<file path="src/rtl/dmem_bus_arbiter_pkg.sv">
// Shared types and constants for the two-port data-memory / IO bus arbiter.
package dmem_bus_arbiter_pkg;

  typedef enum logic [1:0] {
    ST_IDLE  = 2'd0,
    ST_ISSUE = 2'd1,
    ST_WAIT  = 2'd2,
    ST_RESP  = 2'd3
  } state_t;

  localparam logic [3:0] IO_BASE_NIBBLE_DEF = 4'hF;

  localparam logic PORT_CPU = 1'b0;
  localparam logic PORT_DBG = 1'b1;

endpackage

</file>
<file path="src/rtl/rr_arbiter2.sv">
// Two-way round-robin grant; a held request never waits behind more than one other grant.
// Latency: grant is combinational; the last-served pointer updates on the advance strobe.
// Backpressure: none; requesters simply hold req until served.
module rr_arbiter2
  import dmem_bus_arbiter_pkg::*;
(
  input  logic clk,
  input  logic reset_n,
  input  logic req0,
  input  logic req1,
  input  logic advance,
  input  logic served,
  output logic gnt_vld,
  output logic gnt_port
);

  logic last_served;

  always_comb begin
    gnt_vld  = req0 | req1;
    gnt_port = PORT_CPU;
    if (req0 && req1) begin
      gnt_port = ~last_served;
    end else if (req1) begin
      gnt_port = PORT_DBG;
    end
  end

  // Starting as "port 1 served last" makes port 0 win the first contested grant.
  always_ff @(posedge clk or negedge reset_n) begin
    if (!reset_n) begin
      last_served <= PORT_DBG;
    end else if (advance) begin
      last_served <= served;
    end
  end

endmodule

</file>
<file path="src/rtl/dmem_bus_arbiter.sv">
// Shares the DMem/IO bus between CPU (port 0) and debug/loader (port 1), one transaction at a time.
// Latency: mem_en one cycle after grant; ack after 2 cycles (write) or 2+READ_LATENCY (read).
// Backpressure: requesters hold req until their ack pulse; the loser waits for at most one transaction.
module dmem_bus_arbiter
  import dmem_bus_arbiter_pkg::*;
#(
  parameter int unsigned DBITS          = 32,
  parameter int unsigned READ_LATENCY   = 1,
  parameter logic [3:0]  IO_BASE_NIBBLE = IO_BASE_NIBBLE_DEF
) (
  input  logic             clk,
  input  logic             reset_n,
  input  logic             req0,
  input  logic             we0,
  input  logic [DBITS-1:0] addr0,
  input  logic [DBITS-1:0] wdata0,
  output logic             ack0,
  output logic [DBITS-1:0] rdata0,
  input  logic             req1,
  input  logic             we1,
  input  logic [DBITS-1:0] addr1,
  input  logic [DBITS-1:0] wdata1,
  output logic             ack1,
  output logic [DBITS-1:0] rdata1,
  output logic             mem_en,
  output logic             mem_we,
  output logic [DBITS-1:0] mem_addr,
  output logic [DBITS-1:0] mem_wdata,
  output logic             mem_is_io,
  input  logic [DBITS-1:0] mem_rdata,
  output logic             busy
);

  localparam logic [2:0] CNT_INIT = 3'(READ_LATENCY - 1);

  state_t           state;
  state_t           state_nxt;
  logic             gnt_vld;
  logic             gnt_port;
  logic             port_q;
  logic             we_q;
  logic             io_q;
  logic [DBITS-1:0] addr_q;
  logic [DBITS-1:0] wdata_q;
  logic [DBITS-1:0] rdata0_q;
  logic [DBITS-1:0] rdata1_q;
  logic [2:0]       cnt;
  logic             sel_we;
  logic [DBITS-1:0] sel_addr;
  logic [DBITS-1:0] sel_wdata;

  rr_arbiter2 u_rr (
    .clk      (clk),
    .reset_n  (reset_n),
    .req0     (req0),
    .req1     (req1),
    .advance  (state == ST_RESP),
    .served   (port_q),
    .gnt_vld  (gnt_vld),
    .gnt_port (gnt_port)
  );

  always_comb begin
    sel_we    = we0;
    sel_addr  = addr0;
    sel_wdata = wdata0;
    if (gnt_port == PORT_DBG) begin
      sel_we    = we1;
      sel_addr  = addr1;
      sel_wdata = wdata1;
    end
  end

  always_ff @(posedge clk or negedge reset_n) begin
    if (!reset_n) begin
      state <= ST_IDLE;
    end else begin
      state <= state_nxt;
    end
  end

  always_comb begin
    state_nxt = state;
    mem_en    = 1'b0;
    mem_we    = 1'b0;
    mem_wdata = '0;
    ack0      = 1'b0;
    ack1      = 1'b0;
    case (state)
      ST_IDLE: begin
        if (gnt_vld) state_nxt = ST_ISSUE;
      end
      ST_ISSUE: begin
        mem_en    = 1'b1;
        mem_we    = we_q;
        mem_wdata = wdata_q;
        state_nxt = we_q ? ST_RESP : ST_WAIT;
      end
      ST_WAIT: begin
        if (cnt == 3'd0) state_nxt = ST_RESP;
      end
      ST_RESP: begin
        ack0      = (port_q == PORT_CPU);
        ack1      = (port_q == PORT_DBG);
        state_nxt = ST_IDLE;
      end
      default: state_nxt = ST_IDLE;
    endcase
  end

  // The IO flag is decoded once at grant so the bus side sees a stable registered bit.
  always_ff @(posedge clk or negedge reset_n) begin
    if (!reset_n) begin
      port_q   <= PORT_CPU;
      we_q     <= 1'b0;
      io_q     <= 1'b0;
      addr_q   <= '0;
      wdata_q  <= '0;
      rdata0_q <= '0;
      rdata1_q <= '0;
      cnt      <= '0;
    end else begin
      case (state)
        ST_IDLE: begin
          if (gnt_vld) begin
            port_q  <= gnt_port;
            we_q    <= sel_we;
            addr_q  <= sel_addr;
            wdata_q <= sel_wdata;
            io_q    <= (sel_addr[DBITS-1 -: 4] == IO_BASE_NIBBLE);
          end
        end
        ST_ISSUE: begin
          if (!we_q) cnt <= CNT_INIT;
        end
        ST_WAIT: begin
          if (cnt == 3'd0) begin
            if (port_q == PORT_DBG) rdata1_q <= mem_rdata;
            else                    rdata0_q <= mem_rdata;
          end else begin
            cnt <= cnt - 3'd1;
          end
        end
        default: ;
      endcase
    end
  end

  assign mem_addr  = addr_q;
  assign mem_is_io = io_q;
  assign rdata0    = rdata0_q;
  assign rdata1    = rdata1_q;
  assign busy      = (state != ST_IDLE);

endmodule

</file>
<file path="config.mk">
export PLATFORM = sky130hd
export DESIGN_NAME = dmem_bus_arbiter
export DESIGN_NICKNAME = d
export VERILOG_FILES = /design/src/rtl/dmem_bus_arbiter_pkg.sv /design/src/rtl/rr_arbiter2.sv /design/src/rtl/dmem_bus_arbiter.sv
export SDC_FILE = /design/constraint.sdc
export NUM_CORES = 1
export LEC_CHECK = 0
export BUFFER_PORTS_ARGS = -buffer_cell sky130_fd_sc_hd__buf_4
export CORE_ASPECT_RATIO = 2
export CORE_MARGIN = 2
export CORE_UTILIZATION = 42
export DETAILED_ROUTE_END_ITERATION = 6
export MAX_ROUTING_LAYER = met4
export PLACE_DENSITY = 0.77
export SKIP_LAST_GASP = 1
export SYNTH_ARGS = -nofsm -noshare
export SYNTH_HDL_FRONTEND = slang
export SYNTH_SLANG_ARGS = --single-unit
</file>
<file path="constraint.sdc">
create_clock -name clk -period 1.78 [get_ports clk]
set_clock_uncertainty 0.05 [all_clocks]
set_input_delay 0.089 -clock clk [delete_from_list [all_inputs] [get_ports clk]]
set_output_delay 0.089 -clock clk [all_outputs]
set_load 0.01 [all_outputs]
</file>
==> results.yml <==
worst_setup_path:
  crit_arrival_ps: 2000
  crit_path_start_kind: "flop"
  critical_path_class: "flop to flop"
  worstSetupEndpointType: "flop"
  worstPathRequired_ps: 2010
  cp_cell_sequence: "inv_1 > ha_1 > and2_4 > nand2b_4 > buf_12 > mux2_2"
  crit_family: "flip-flops"
  worstSetupStartpoint: "state[0]$_DFFE_PN0P_"
  worst-path-buf-inv: 2
  slowest_delay_ps: 380
  r2r-start: "state[0]$_DFFE_PN0P_"
  crit_fanout: 8
  cp_slowest_cell: "dfrtp_1"
global_routing:
  grt_pass1_vias: 6459
  grtUsageTotal_pct: 27.8
  grt_pass1_wl_um: 33400
  grt_max_degree: 61
  overflow: 0
  antenna_found_initial: 1
finish:
  final_common_cell: "buf_4"
  fin_cells: 1198
  drive_gt1_share_pct: 43.1
  fillCellCount: 871
  synthToLayoutAreaGrowth_pct: 79.8
  design_area_um2: 11300
  nets: 1159
  layout_common_cells: "buf_4, dlygate4sd3_1, dfrtp_1"
placement:
  finalWeightedCongestion: 0.896
  io_buffers: 299
  dp_hpwl_um: 13000
  dp.cells: 992
  dpl-instance-area_um2: 8810
clocking:
  clk_pin_slew_ps: 70
  cts_root_buffer: "clkbuf_16"
  cts.htree.levels: 4
  clk_path_buf_depth: 2
  clock_sink_count: 137
  cts_tree: "done"
  cts_buffers: 17
  insertion_delay_ps: 400
die:
  fp.coreArea_um2: 14700
  num_io_pins: 300
  dieHeight_um: 177
  initial_utilization_pct: 42.5
  dieWidth_um: 90.4
  rows: 63
  dieArea_um2: 16000
power:
  seq_power_share_pct: 32.1
  power_w: 0.0176
  leakage_nw: 5.70
  p_int_w: 0.0116
  power.share.combinational_pct: 47.0
  pwr-share-clk_pct: 20.9
  ir_drop_mv: 0.899
  power.switching_w: 0.00602
  power_density_nw_per_um2: 1560
  p_sw_share_pct: 34.2
sta:
  setup_violations: 0
  rsz0062_at_grt: "true"
  fin_crit_sh_pct: 99.3
  tightest_slew_ps: 474
  timing.fmax_mhz: 566
  min_period_ps: 1770
  drv_slew: 0
  hold_viol_final: 0
  holdWs_ps: 31.3
  slew_headroom_pct: 68.4
drt:
  viasPerCell: 5.00
  drt_iter0_markers: 168
  wl_per_cell_um: 18.6
  dr.pass1.iters: 4
  ant_nets: 0
  drcViolationCount: 0
  vias: 5991
  drt_wl_total_um: 22200
yosys:
  synth.avg_cell_area_um2: 12.2
  synth_edf_count: 0
  yosys_warnings: 0
  netlist_instances: 515
  async_reset_ff_share_pct: 100
  ys_ff_latch: 137
  ys_seq_area_share_pct: 54.7
  yosys_most_used_dff: "dfrtp_1"
  ys_types: 32
  netlist_area_um2: 6260
  syn-num-nets: 688
run:
  max-cap-violations: 0
worst_hold_path:
  hold_path.class: "primary input to flop"
  hold_path_startpoint: "wdata1[21]"
outcome:
  outcome: "completed"
==> final cells by class <==
cell class                      instances  area, um2  area share (%)
Multi-Input combinational cell        336       2660            23.6
Antenna cell                            4       10.0          0.0888
Timing Repair Buffer                  486       4280            38.0
Tap cell                              195        244            2.17
Clock buffer                           18        429            3.81
Inverter                                8       30.0           0.267
Sequential cell                       137       3430            30.4
Clock inverter                         14        185            1.64
==> synth_stat cells, types with 7 or more instances <==
library cell,instances,area share (%)
and2_1,34,3.4
buf_2,14,1.1
buf_6,8,1.4
clkbuf_1,9,0.54
dfrtp_1,136,54
ha_1,7,1.4
inv_1,8,0.48
mux2_1,8,1.4
mux2_2,28,5.0
mux2_4,30,7.2
mux2i_1,65,10
nand2_1,67,4.0
o21ai_0,42,3.4
o21ai_1,30,2.4
==> kinds of logic after synthesis <==
kind of cell / count (synthesis) / synth area share (%)
AO/OA/AOI/OAI: 83 / 7.17
adder cells (fa/ha/maj): 7 / 1.40
buffers and inverters: 42 / 3.93
flip-flops: 137 / 54.7
multiplexers: 131 / 24.0
AND/OR/NAND/NOR: 115 / 8.71
==> final timing paths <==
kind / slack, ps / to / depth (start not counted)
max in group asynchronous: 870 / wdata_q[4]$_DFFE_PN0P_ / 3
min: 30 / wdata_q[21]$_DFFE_PN0P_ / 3
min in group asynchronous: 140 / rdata0[12]$_DFFE_PN0P_ / 2
max reg2reg: 10 / rdata0[31]$_DFFE_PN0P_ / 6
max: 10 / rdata0[31]$_DFFE_PN0P_ / 6
min reg2reg: 420 / wdata_q[23]$_DFFE_PN0P_ / 2
==> timing repair <==
| item | in CTS | in global routing |
|---|---|---|
| hold buffers | 156 | 1 |
| cloned | 1 | 5 |
| endpoints found under the setup margin | 34 | 87 |
| gates resized for setup | 7 | 12 |
| endpoints found under the hold margin | 228 | 1 |
| pin swaps | 0 | 3 |
| buffers inserted | 0 | 7 |
==> power groups by stage <==
| stage | clock network, W | logic, W | registers, W |
|---|---|---|---|
| after global routing | 0.00390 | 0.00882 | 0.00580 |
| after CTS | 0.00373 | 0.00776 | 0.00556 |
| after floorplan | 0 | 0.00345 | 0.00593 |
| after detailed placement | 0 | 0.00735 | 0.00559 |
| final | 0.00367 | 0.00827 | 0.00564 |
| after global placement | 0 | 0.00710 | 0.00551 |
==> through the flow <==
step | TNS (ps) | utilization [%] | setup slack [ps]
after floorplan | -42.0 | - | -1.40
after global placement | 0 | 59.8 | 79.9
after detailed placement | 0 | 59.8 | 21.6
after CTS | -17.4 | 74.9 | -6.62
after global routing | -749 | 76.4 | -41.9
final | 0 | 76.4 | 12.7
==> routing by layer <==
metal	share of wire [%]	track usage (%)	wire length [um]	vias up
met5	0	-	0	-
met4	6.0	17.6	1340	0
met3	4.5	5.37	992	101
met2	55	49.6	12200	298
met1	35	27.4	7710	2870
li1	-	-	-	2722
==> flip-flops by register name, summed over array words and instances, names as in the netlist <==
signal            count
cnt                   3
wdata_q              32
rdata1               32
mem_addr             32
port_q                1
u_rr.last_served      1
mem_is_io             1
state                 2
we_q                  1
rdata0               32
==> worst reg2reg max path: stages, from the launching register on <==
cell	delay [ps]
dfrtp_1	380
inv_1	100
ha_1	230
and2_4	190
nand2b_4	190
buf_12	180
mux2_2	340
Note: power is estimated with default switching activity, not from simulation.
